## src/rtl/hdmi_pkg.sv

```systemverilog
// Shared definitions for the HDMI transmit timing path: standard raster sets,
// stream-lock states, the RGB888 pixel type and the colour-bar palette.
package hdmi_pkg;

  localparam int HD1080_H_ACT  = 1920;
  localparam int HD1080_H_FP   = 88;
  localparam int HD1080_H_SYNC = 44;
  localparam int HD1080_H_BP   = 148;
  localparam int HD1080_V_ACT  = 1080;
  localparam int HD1080_V_FP   = 4;
  localparam int HD1080_V_SYNC = 5;
  localparam int HD1080_V_BP   = 36;

  localparam int HD720_H_ACT  = 1280;
  localparam int HD720_H_FP   = 110;
  localparam int HD720_H_SYNC = 40;
  localparam int HD720_H_BP   = 220;
  localparam int HD720_V_ACT  = 720;
  localparam int HD720_V_FP   = 5;
  localparam int HD720_V_SYNC = 5;
  localparam int HD720_V_BP   = 20;

  typedef enum logic [1:0] {
    WAIT_SOF = 2'd0,
    ALIGN    = 2'd1,
    RUN      = 2'd2
  } hdmi_state_e;

  typedef struct packed {
    logic [7:0] r;
    logic [7:0] g;
    logic [7:0] b;
  } rgb888_t;

  localparam logic [23:0] BAR_WHITE   = 24'hFFFFFF;
  localparam logic [23:0] BAR_YELLOW  = 24'hFFFF00;
  localparam logic [23:0] BAR_CYAN    = 24'h00FFFF;
  localparam logic [23:0] BAR_GREEN   = 24'h00FF00;
  localparam logic [23:0] BAR_MAGENTA = 24'hFF00FF;
  localparam logic [23:0] BAR_RED     = 24'hFF0000;
  localparam logic [23:0] BAR_BLUE    = 24'h0000FF;
  localparam logic [23:0] BAR_BLACK   = 24'h000000;

  function automatic rgb888_t colorbar_rgb(input logic [2:0] idx);
    case (idx)
      3'd0:    return BAR_WHITE;
      3'd1:    return BAR_YELLOW;
      3'd2:    return BAR_CYAN;
      3'd3:    return BAR_GREEN;
      3'd4:    return BAR_MAGENTA;
      3'd5:    return BAR_RED;
      3'd6:    return BAR_BLUE;
      default: return BAR_BLACK;
    endcase
  endfunction

  // First pixel of bar k, i.e. the smallest h with h*8/h_act >= k
  function automatic int bar_threshold(input int h_act, input int k);
    return (k * h_act + 7) / 8;
  endfunction

endpackage

```

## src/rtl/hdmi_timing_cnt.sv

```systemverilog
// Free-running raster counters with sync/active decode, end-of-frame strobe
// and the colour-bar index of the current column.
module hdmi_timing_cnt
  import hdmi_pkg::*;
#(
  parameter int H_ACT  = HD1080_H_ACT,
  parameter int H_FP   = HD1080_H_FP,
  parameter int H_SYNC = HD1080_H_SYNC,
  parameter int H_BP   = HD1080_H_BP,
  parameter int V_ACT  = HD1080_V_ACT,
  parameter int V_FP   = HD1080_V_FP,
  parameter int V_SYNC = HD1080_V_SYNC,
  parameter int V_BP   = HD1080_V_BP,
  parameter int HW     = $clog2(H_ACT + H_FP + H_SYNC + H_BP),
  parameter int VW     = $clog2(V_ACT + V_FP + V_SYNC + V_BP)
) (
  input  logic          i_clk,
  input  logic          i_rst_n,
  output logic [HW-1:0] o_h_cnt,
  output logic [VW-1:0] o_v_cnt,
  output logic          o_de,
  output logic          o_hs,
  output logic          o_vs,
  output logic          o_frame_end,
  output logic [2:0]    o_bar_idx
);

  localparam int H_TOTAL = H_ACT + H_FP + H_SYNC + H_BP;
  localparam int V_TOTAL = V_ACT + V_FP + V_SYNC + V_BP;

  localparam logic [HW-1:0] C_H_LAST   = HW'(H_TOTAL - 1);
  localparam logic [HW-1:0] C_H_ACT    = HW'(H_ACT);
  localparam logic [HW-1:0] C_HS_START = HW'(H_ACT + H_FP);
  localparam logic [HW-1:0] C_HS_END   = HW'(H_ACT + H_FP + H_SYNC);
  localparam logic [VW-1:0] C_V_LAST   = VW'(V_TOTAL - 1);
  localparam logic [VW-1:0] C_V_ACT    = VW'(V_ACT);
  localparam logic [VW-1:0] C_VS_START = VW'(V_ACT + V_FP);
  localparam logic [VW-1:0] C_VS_END   = VW'(V_ACT + V_FP + V_SYNC);

  logic [HW-1:0] r_h_cnt;
  logic [VW-1:0] r_v_cnt;
  logic          w_h_last;
  logic          w_v_last;
  logic [7:1]    w_above;
  logic [2:0]    w_bar_idx;

  assign w_h_last = (r_h_cnt == C_H_LAST);
  assign w_v_last = (r_v_cnt == C_V_LAST);

  always_ff @(posedge i_clk or negedge i_rst_n) begin
    if (!i_rst_n) begin
      r_h_cnt <= '0;
      r_v_cnt <= '0;
    end else if (w_h_last) begin
      r_h_cnt <= '0;
      r_v_cnt <= w_v_last ? '0 : r_v_cnt + 1'b1;
    end else begin
      r_h_cnt <= r_h_cnt + 1'b1;
    end
  end

  // Bar boundaries are elaboration-time constants; only comparators remain
  for (genvar k = 1; k < 8; k++) begin : g_bar_cmp
    assign w_above[k] = (r_h_cnt >= HW'(bar_threshold(H_ACT, k)));
  end

  always_comb begin
    w_bar_idx = 3'd0;
    for (int k = 1; k < 8; k++) begin
      if (w_above[k]) w_bar_idx = 3'(k);
    end
  end

  assign o_h_cnt     = r_h_cnt;
  assign o_v_cnt     = r_v_cnt;
  assign o_de        = (r_h_cnt < C_H_ACT) && (r_v_cnt < C_V_ACT);
  assign o_hs        = (r_h_cnt >= C_HS_START) && (r_h_cnt < C_HS_END);
  assign o_vs        = (r_v_cnt >= C_VS_START) && (r_v_cnt < C_VS_END);
  assign o_frame_end = w_h_last && w_v_last;
  assign o_bar_idx   = w_bar_idx;

endmodule

```

## src/rtl/hdmi_out_timing.sv

```systemverilog
// HDMI TX raster generator that locks a tuser-framed pixel stream to the
// raster; define HDMI_OUT_COLORBAR_EN to fill unfed active slots with colour bars.
module hdmi_out_timing
  import hdmi_pkg::*;
#(
  parameter int   H_ACT    = HD1080_H_ACT,
  parameter int   H_FP     = HD1080_H_FP,
  parameter int   H_SYNC   = HD1080_H_SYNC,
  parameter int   H_BP     = HD1080_H_BP,
  parameter int   V_ACT    = HD1080_V_ACT,
  parameter int   V_FP     = HD1080_V_FP,
  parameter int   V_SYNC   = HD1080_V_SYNC,
  parameter int   V_BP     = HD1080_V_BP,
  parameter logic SYNC_POL = 1'b1
) (
  input  logic        pixclk_in,
  input  logic        rst_n,
  input  logic        tvalid_i,
  input  logic [23:0] tdata_i,
  input  logic        tuser_i,
  output logic        tready_o,
  input  logic        underflow_clr_i,
  output logic        vs_out,
  output logic        hs_out,
  output logic        de_out,
  output logic [23:0] data_out,
  output logic        frame_start_o,
  output logic        locked_o,
  output logic        underflow_o,
  output logic        sof_err_o
);

  localparam int HW = $clog2(H_ACT + H_FP + H_SYNC + H_BP);
  localparam int VW = $clog2(V_ACT + V_FP + V_SYNC + V_BP);

  localparam logic [1:0] S_WAIT_SOF = WAIT_SOF;
  localparam logic [1:0] S_ALIGN    = ALIGN;
  localparam logic [1:0] S_RUN      = RUN;

`ifdef HDMI_OUT_COLORBAR_EN
  localparam bit COLORBAR = 1'b1;
`else
  localparam bit COLORBAR = 1'b0;
`endif

  logic [HW-1:0] w_h_cnt;
  logic [VW-1:0] w_v_cnt;
  logic          w_de_c;
  logic          w_hs_c;
  logic          w_vs_c;
  logic          w_frame_end;
  logic [2:0]    w_bar_idx;

  logic [1:0]    r_state;
  logic [1:0]    w_next_state;
  logic          w_sof_slot;
  logic          w_tready;
  logic          w_take;
  logic          w_sof_err;
  logic          w_underflow;
  rgb888_t       w_fill;
  rgb888_t       w_pix;

  logic          r_de;
  logic          r_hs;
  logic          r_vs;
  rgb888_t       r_data;
  logic          r_frame_start;
  logic          r_underflow;
  logic          r_sof_err;

  hdmi_timing_cnt #(
    .H_ACT  (H_ACT),
    .H_FP   (H_FP),
    .H_SYNC (H_SYNC),
    .H_BP   (H_BP),
    .V_ACT  (V_ACT),
    .V_FP   (V_FP),
    .V_SYNC (V_SYNC),
    .V_BP   (V_BP),
    .HW     (HW),
    .VW     (VW)
  ) u_cnt (
    .i_clk       (pixclk_in),
    .i_rst_n     (rst_n),
    .o_h_cnt     (w_h_cnt),
    .o_v_cnt     (w_v_cnt),
    .o_de        (w_de_c),
    .o_hs        (w_hs_c),
    .o_vs        (w_vs_c),
    .o_frame_end (w_frame_end),
    .o_bar_idx   (w_bar_idx)
  );

  assign w_sof_slot = (w_h_cnt == '0) && (w_v_cnt == '0);

  // In RUN a pixel is accepted only when its tuser agrees with the raster origin
  always_comb begin
    w_next_state = r_state;
    w_tready     = 1'b0;
    w_sof_err    = 1'b0;
    w_underflow  = 1'b0;
    case (r_state)
      S_WAIT_SOF: begin
        w_tready = tvalid_i & ~tuser_i;
        if (tvalid_i && tuser_i) w_next_state = S_ALIGN;
      end
      S_ALIGN: begin
        if (w_frame_end) w_next_state = S_RUN;
      end
      S_RUN: begin
        if (w_de_c) begin
          if (!tvalid_i) begin
            w_underflow = 1'b1;
          end else if (tuser_i == w_sof_slot) begin
            w_tready = 1'b1;
          end else begin
            w_sof_err    = 1'b1;
            w_next_state = S_WAIT_SOF;
          end
        end
      end
      default: w_next_state = S_WAIT_SOF;
    endcase
  end

  assign w_take = w_tready && (r_state == S_RUN);
  assign w_fill = COLORBAR ? colorbar_rgb(w_bar_idx) : rgb888_t'(24'h0);
  assign w_pix  = !w_de_c ? rgb888_t'(24'h0) : (w_take ? rgb888_t'(tdata_i) : w_fill);

  always_ff @(posedge pixclk_in or negedge rst_n) begin
    if (!rst_n) begin
      r_state       <= S_WAIT_SOF;
      r_de          <= 1'b0;
      r_hs          <= ~SYNC_POL;
      r_vs          <= ~SYNC_POL;
      r_data        <= '0;
      r_frame_start <= 1'b0;
      r_underflow   <= 1'b0;
      r_sof_err     <= 1'b0;
    end else begin
      r_state       <= w_next_state;
      r_de          <= w_de_c;
      r_hs          <= w_hs_c ? SYNC_POL : ~SYNC_POL;
      r_vs          <= w_vs_c ? SYNC_POL : ~SYNC_POL;
      r_data        <= w_pix;
      r_frame_start <= w_take && w_sof_slot;
      r_underflow   <= w_underflow | (r_underflow & ~underflow_clr_i);
      r_sof_err     <= w_sof_err;
    end
  end

  // Held low during reset so nothing is consumed while the raster is frozen
  assign tready_o      = w_tready & rst_n;
  assign de_out        = r_de;
  assign hs_out        = r_hs;
  assign vs_out        = r_vs;
  assign data_out      = r_data;
  assign frame_start_o = r_frame_start;
  assign locked_o      = (r_state == S_RUN);
  assign underflow_o   = r_underflow;
  assign sof_err_o     = r_sof_err;

endmodule

```

## config.mk

```make
export PLATFORM = sky130hd
export DESIGN_NAME = hdmi_out_timing
export DESIGN_NICKNAME = d
export VERILOG_FILES = /design/src/rtl/hdmi_pkg.sv /design/src/rtl/hdmi_timing_cnt.sv /design/src/rtl/hdmi_out_timing.sv
export SDC_FILE = /design/constraint.sdc
export NUM_CORES = 1
export LEC_CHECK = 0
export ABC_AREA = 1
export CORE_UTILIZATION = 51
export DETAILED_ROUTE_END_ITERATION = 6
export PLACE_DENSITY = 0.8
export SLEW_MARGIN = 20
export SYNTH_ARGS = -nofsm -noshare
export SYNTH_HDL_FRONTEND = slang
export SYNTH_HIERARCHICAL = 1
export SYNTH_SLANG_ARGS = --single-unit
export TNS_END_PERCENT = 10
```

## constraint.sdc

```tcl
create_clock -name pixclk_in -period 2 [get_ports pixclk_in]
set_clock_uncertainty 0.15 [all_clocks]
set_input_delay 0.3 -clock pixclk_in [delete_from_list [all_inputs] [get_ports pixclk_in]]
set_output_delay 0.3 -clock pixclk_in [all_outputs]
set_load 0.03 [all_outputs]
```

* Word-level counts from Yosys, hierarchy flattened
Index checks and enable logic that the tools add are counted.
** Word-level totals
- Flip-flop bits (word level) :: 55
- Bits in latches :: 0
- Bits in writable memories :: 0
- Memory bits (read-only) :: 0
- Output and inout bits :: 32
- Memories kept :: 0
** Cells by class
- Add/sub/neg operators :: 2
- $mul :: 0
- Div/mod/pow operators :: 0
- Magnitude comparators :: 6
- Equal/unequal tests :: 10
- Shift-type cells :: 0
- Mux-type cells :: 23
- Bitwise operators :: 6
- Reduce and logical (&&, ||, !) cells :: 12
** Operator list (number)
- $mux W24 :: 2
- $lt A11 B11 Y1 const B :: 2
- $add A12 B1 Y12 const B :: 1
- $eq A12 B12 Y1 const B :: 1
- $ge A12 B11 Y1 const B :: 1
- $logic_not A12 Y1 :: 1
- $lt A12 B11 Y1 const B :: 1
- $lt A12 B12 Y1 const B :: 1
- $mux W1 :: 12
- $mux W12 :: 1
- $add A11 B1 Y11 const B :: 1
- $eq A11 B11 Y1 const B :: 1
- $ge A11 B11 Y1 const B :: 1
- $logic_not A11 Y1 :: 1
- $mux W11 :: 1
- $mux W2 :: 5
- $logic_and A1 B1 Y1 :: 8
- $ne A2 B2 Y1 const B :: 3
- $pmux W2 S3 :: 1
- $reduce_and A5 Y1 :: 1
- $ne A2 B1 Y1 const B :: 2
- $and A1 B1 Y1 :: 3
- $eq A2 B1 Y1 const B :: 1
- $eq A2 B2 Y1 const B :: 1
- other kinds (5) :: 6

* Longest topological paths before layout
Gate-level depths: netlist of the first run.
- Depth after elaboration :: 10
- Mapped depth :: 13
- Mapped depth without buffers :: 13

* Hierarchy
The synthesis of the first run kept the hierarchy.
** Modules (own cells, without submodules)
- hdmi_timing_cnt :: instances 1, cells each 228, area each 1591.5 µm², sequential area each 575.6 µm²
- hdmi_out_timing :: instances 1, cells each 136, area each 1321.3 µm², sequential area each 800.8 µm²

* Worst setup path before layout of the first run
No wires, ideal clock.
- Kind :: reg-to-output
- From :: reg u_cnt.r_v_cnt[7], in the netlist u_cnt/o_v_cnt[7]
- To :: out tready_o
- Arrival :: 2.021 ns
- Path slack :: -0.471 ns
- Cell stages (with the launch flop) :: 9
- Cell sequence :: dfrtp_1 nor2_1 nand2_1 inv_1 a21oi_1 nor3_1 nand3_1 nand3b_4 a21boi_0
** On the way
- Elaborated cells on any way between the ends :: 10
** RTL lines
- start, declared :: RTL line hdmi_timing_cnt.sv:41 : logic [VW-1:0] r_v_cnt;
- start signal, assigned :: RTL line hdmi_timing_cnt.sv:56 : r_v_cnt <= w_v_last ? '0 : r_v_cnt + 1'b1;
- $lt A11 B11 Y1 :: RTL line hdmi_timing_cnt.sv:76 : assign o_de = (r_h_cnt < C_H_ACT) && (r_v_cnt < C_V_ACT);
- $logic_and A1 B1 Y1 :: RTL line hdmi_timing_cnt.sv:76
- named net w_de_c :: RTL line hdmi_out_timing.sv:48 : logic w_de_c;
- $mux W1 :: RTL line hdmi_out_timing.sv:112 : if (w_de_c) begin
- $pmux W1 S2 :: RTL line hdmi_out_timing.sv:103 : case (r_state)
- $and A1 B1 Y1 :: RTL line hdmi_out_timing.sv:154 : assign tready_o = w_tready & rst_n;
- end, declared :: RTL line hdmi_out_timing.sv:21 : output logic tready_o,
The timed path passes the listed nets, and every way through them passes these cells.

* Final worst setup path of the first run
Ends and elaborated chain as after synthesis.

==> impl_metrics.env, run 1 <==
export IMPL_wirelength_mm=7.74
export IMPL_worst_slack_ps=-352
export IMPL_cap_violations=0
export IMPL_grt_pass1_wl_mm=11.2
export IMPL_cts_tree="done"
export IMPL_grt_pass1_vias=2517
export IMPL_r2r_end="r_state[1]"
export IMPL_hold_path_class="primary input to async pin"
export IMPL_drt_iter0_markers=314
export IMPL_layout_drive_gt1_share_pct=29.7
export IMPL_cellLeakagePower_nw=1.95
export IMPL_worstPathArrival_ps=1900
export IMPL_finalWeightedCongestion=0.910
export IMPL_grt_ovfl_total=0
export IMPL_critPathKind="flip-flop to output port"
export IMPL_hold_violations=0
export IMPL_io_pins=61
export IMPL_drt_pass1_iter_count=5
export IMPL_violations="setup timing"
export IMPL_utilization_pct=77.2
export IMPL_hold_ws_ps=1.74
export IMPL_rrSetupSlack_ps=-210
export IMPL_peakVddDrop_uv=339
export IMPL_fmax_ghz=0.425
export IMPL_slew_headroom_pct=54.0
export IMPL_clk_pin_slew_ps=100
export IMPL_grt_max_degree=56
export IMPL_antennaDiodeCount=0
export IMPL_die_area_mm2=0.00574
export IMPL_io_buffers=60
export IMPL_die_x_um=75.8
export IMPL_ant_nets=0
export IMPL_clock_latency_ps=310
export IMPL_dp_hpwl_mm=4.62
export IMPL_r2r_cells=17
export IMPL_syn_instance_count=331
export IMPL_wl_per_cell_um=15.2
export IMPL_drv_slew=0
export IMPL_power_density_mw_per_mm2=503
export IMPL_rsz0062_at_grt="true"
export IMPL_fin_crit_ps=2350
export IMPL_yosys_warnings=6
export IMPL_fin_crit_sh_pct=118
export IMPL_nNetsFinal=470
export IMPL_crit_path_end_kind="output port"
export IMPL_synthesis_nets=364
export IMPL_setup_viol=28
export IMPL_status="finished, violations left"
export IMPL_clockBufferDepth=2
export IMPL_setup_tns_ps=-1870
export IMPL_initial_core_util_pct=53.7
export IMPL_antenna_found_initial=0
export IMPL_crit_path_start_kind="flip-flop"
export IMPL_fp_dieH_um=75.8
export IMPL_critPathMaxFanout=2
export IMPL_cts_root_buffer="clkbuf_8"
export IMPL_grt_use_total_pct=26.7
export IMPL_r2r_start="u_cnt/o_v_cnt[7]"
export IMPL_worst_pin_slew_ps=689
export IMPL_syn_area_per_cell_um2=8.39
export IMPL_cp_required_ps=1550
export IMPL_cts_inserted_buffers=5
export IMPL_core_mm2=0.00517
export IMPL_htreeDepth=2
export IMPL_areaGrowthSynthToFinish_pct=43.8
export IMPL_synth_area_mm2=0.00278
export IMPL_cts_sinks=55
export IMPL_vias=2707
export IMPL_route_detailed_drc=0
export IMPL_num_rows=26
export IMPL_drt_vias_per_instance=5.33
worst max-delay path: stages (launching register included):
cell and delay, ps:
dfrtp_1 420, nor2_1 150, nand2_2 90, inv_2 70
a21oi_2 70, nor3_4 220, nand3_2 100, nand3b_4 180
a21boi_4 140, buf_6 140
layout make-up:
type | instances | area [µm²]
Fill cell | 297 | 1180
Sequential cell | 55 | 1380
Clock inverter | 2 | 38.8
Timing Repair Buffer | 105 | 946
Clock buffer | 6 | 82.6
Multi-Input combinational cell | 205 | 1220
Tap cell | 70 | 87.6
Inverter | 65 | 245
worst max-delay path by stage:
stage	from	endpoint	slack, ps	depth (start not counted)
2_1_floorplan	u_cnt/o_v_cnt[7]	tready_o	20	8
3_3_place_gp	u_cnt/o_v_cnt[7]	tready_o	30	9
3_5_place_dp	u_cnt/o_v_cnt[7]	tready_o	-50	9
4_1_cts	u_cnt/o_v_cnt[8]	tready_o	-270	9
5_1_grt	u_cnt/o_v_cnt[7]	tready_o	-440	9
6_report	u_cnt/o_v_cnt[7]	tready_o	-350	9
where the power goes:
part                  switching (mW)  internal (mW)
combinational                 0.0445         0.0539
sequential     0.0000000000000000374           1.11
clock                          0.387          0.413
layer usage:
metal  GRT usage (%)  vias to the layer above  part of all wire (%)
li1                -                     1226                     -
met1            31.0                     1281                    37
met2            43.0                      170                    50
met3            11.4                       30                    11
met4            11.9                        0                   2.9
met5               0                        -                     0
state kept, by name (all words and copies together) (netlist names):
signal / cells
data_out: 24
de_out: 1
frame_start_o: 1
hs_out: 1
r_state: 2
sof_err_o: 1
u_cnt/o_h_cnt: 12
u_cnt/o_v_cnt: 11
underflow_o: 1
vs_out: 1
through the flow:
stage          cells  power (mW)  setup WS, ps  cell area (µm²)
6_report         508        2.01          -352             3990
5_1_grt          508        2.07          -443             3990
4_1_cts          500        2.01          -274             3860
3_5_place_dp     478        1.23         -52.0             3610
3_3_place_gp     478        1.23          25.5             3610
2_1_floorplan    331        1.15          23.6             2790
cell usage in the layout, fill, tap and decap left out, types with 3 or more instances in the layout:
master            n
clkdlybuf4s50_1  57
dfrtp_1          54
inv_1            52
nand2_1          47
buf_4            44
nor2_1           30
nor2_2           28
nand3_1          24
inv_2            12
nand2_2           9
o21ai_0           9
clkbuf_8          6
xor2_1            6
nand3_2           5
nand4_1           5
nor3_1            5
nor2_4            4
a21oi_1           4
o21ai_1           4
nor3_2            3
o21ai_2           3
ha_1              3
what timing repair did:
item	4_1_cts	5_1_grt
setup endpoints to repair	3	29
setup buffers	14	8
gates resized for setup	13	21
hold buffers	0	0
pin swaps	11	7
Power figures use the tool's default switching activity.
==> inputs of run 2 (changes only) <==
Settings changed: GPL_ROUTABILITY_DRIVEN from default to 0.
==> results of run 2 <==
The final DEF is identical to that of run 1; final timing and power are the same.
==> inputs of run 3 (changes only) <==
Settings changed: CORE_ASPECT_RATIO from default to 1.4, PLACE_DENSITY 0.8 to default, PLACE_DENSITY_LB_ADDON from default to 0.05.
==> run 3 against run 2 <==
Compared with the run above: the run still ends with setup timing left; sequential cell count stayed put; global-route usage shrank 3.0 points; first-iteration DRC count fell by 73%; combinational power is 4.0% lower; worst hold slack better by 34 ps; wire length is 16% lower; largest cell class unchanged; largest power group unchanged.
==> impl_metrics.env, run 3 (synthesized netlist as in run 1, its figures left out) <==
export IMPL_crit_path_start_kind="flip-flop"
export IMPL_setup_tns_ps=-568
export IMPL_num_rows=31
export IMPL_r2r_end="r_state[1]"
export IMPL_antenna_found_initial=0
export IMPL_critPathKind="flip-flop to output port"
export IMPL_die_x_um=64.4
export IMPL_worst_pin_slew_ps=690
export IMPL_io_buffers=60
export IMPL_clock_latency_ps=310
export IMPL_wl_per_cell_um=13.1
export IMPL_r2r_cells=14
export IMPL_combPwrFrac_pct=4.8
export IMPL_areaGrowthSynthToFinish_pct=40.6
export IMPL_cp_required_ps=1550
export IMPL_violations="setup timing"
export IMPL_preCtsSetupSlack_ps=-7.71
export IMPL_fmax_ghz=0.434
export IMPL_clk_pin_slew_ps=100
export IMPL_critPathMaxFanout=2
export IMPL_grt_max_degree=56
export IMPL_io_pins=61
export IMPL_fin_crit_ps=2300
export IMPL_wirelength_mm=6.51
export IMPL_fp_dieH_um=89.3
export IMPL_cts_tree="done"
export IMPL_initial_core_util_pct=53.4
export IMPL_rrSetupSlack_ps=-160
export IMPL_vias=2463
export IMPL_antennaDiodeCount=0
export IMPL_p_sw_uw=405
export IMPL_cellLeakagePower_nw=1.91
export IMPL_pwr_share_clk_pct=38.9
export IMPL_drt_iter0_markers=84
export IMPL_final_common_cell="clkdlybuf4s50_1"
export IMPL_rsz0062_at_grt="true"
export IMPL_ctsHoldBuffers=0
export IMPL_layout_common_cells="clkdlybuf4s50_1 (57), inv_1 (55), dfrtp_1 (52)"
export IMPL_crit_path_end_kind="output port"
export IMPL_p_sw_share_pct=20.5
export IMPL_route_detailed_drc=0
export IMPL_dp_hpwl_mm=4.59
export IMPL_cts_sinks=55
export IMPL_hold_path_class="primary input to async pin"
export IMPL_drt_pass1_iter_count=4
export IMPL_peakVddDrop_uv=468
export IMPL_p_total_mw=1.97
export IMPL_htreeDepth=2
export IMPL_die_area_mm2=0.00575
export IMPL_ant_nets=0
export IMPL_status="finished, violations left"
export IMPL_setup_viol=9
export IMPL_worst_slack_ps=-304
export IMPL_placed_cell_area_mm2=0.00359
export IMPL_power_density_mw_per_mm2=506
export IMPL_slew_headroom_pct=54.0
export IMPL_startpoint="u_cnt/o_v_cnt[8]"
export IMPL_cts_root_buffer="clkbuf_8"
export IMPL_seqPwrFrac_pct=56.3
export IMPL_drt_vias_per_instance=4.96
export IMPL_hold_violations=0
export IMPL_grt_ovfl_total=0
export IMPL_fin_crit_sh_pct=115
export IMPL_layout_drive_gt1_share_pct=25.8
export IMPL_clockBufferDepth=2
export IMPL_largest_reg_flops=24
export IMPL_worstPathArrival_ps=1850
export IMPL_grt_use_total_pct=23.7
export IMPL_cts_inserted_buffers=5
export IMPL_grt_pass1_vias=2324
export IMPL_drv_slew=0
export IMPL_r2r_start="u_cnt/o_h_cnt[11]"
export IMPL_final_area_mm2=0.00390
export IMPL_cap_violations=0
export IMPL_core_mm2=0.00520
export IMPL_hold_ws_ps=36.1
export IMPL_grt_pass1_wl_mm=10.2
export IMPL_p_int_mw=1.57
export IMPL_nNetsFinal=463
run 3: worst max-delay path, stage by stage (launching register included):
cell and delay [ps]:
dfrtp_1 390, nor2_1 120, nand2_2 80, inv_2 70, a21oi_4 60, nor3_4 220, nand3_2 110, nand3b_4 190
a21boi_4 160, buf_6 140
run 3: per-stage QoR:
stage / cells / utilization, %
final: 497 / 75.1
after global routing: 497 / 75.1
after CTS: 490 / 72.9
after detailed placement: 472 / 69.0
after global placement: 472 / 69.0
after floorplan: 331 / -
run 3: worst max-delay path by stage:
| stage | endpoint | slack (ps) | depth (start not counted) |
|---|---|---|---|
| 3_5_place_dp | tready_o | -8 | 9 |
| 3_3_place_gp | tready_o | 30 | 9 |
| 4_1_cts | tready_o | -260 | 9 |
| 2_1_floorplan | tready_o | 20 | 8 |
| 6_report | tready_o | -300 | 9 |
| 5_1_grt | tready_o | -390 | 9 |
run 3: metal layers:
| metal | track usage [%] | up-vias | part of all wire [%] |
|---|---|---|---|
| li1 | - | 1221 | - |
| met1 | 27.6 | 1146 | 40 |
| met2 | 41.1 | 84 | 52 |
| met3 | 6.12 | 12 | 5.6 |
| met4 | 10.3 | 0 | 2.4 |
| met5 | 0 | - | 0 |
run 3: final cells by class:
cell class / instances / area [µm²]
sequential: 55 / 1380
timing repair buffer: 98 / 893
fill: 393 / 1290
clock inverter: 2 / 35.0
inverter: 65 / 245
clock buffer: 6 / 82.6
tap: 66 / 82.6
multi-input combinational: 205 / 1180
run 3: repair_timing:
| item | 4_1_cts | 5_1_grt |
|---|---|---|
| pin swaps | 4 | 12 |
| buffers inserted | 10 | 7 |
| endpoints found under the setup margin | 3 | 29 |
| resized for setup | 6 | 18 |
run 3: power groups by stage:
| stage | registers (mW) | clock network [mW] | logic [mW] |
|---|---|---|---|
| after floorplan | 1.13 | 0 | 0.0160 |
| after global placement | 1.13 | 0 | 0.0948 |
| after detailed placement | 1.13 | 0 | 0.0960 |
| after CTS | 1.11 | 0.784 | 0.0964 |
| after global routing | 1.11 | 0.826 | 0.106 |
| final | 1.11 | 0.769 | 0.0945 |
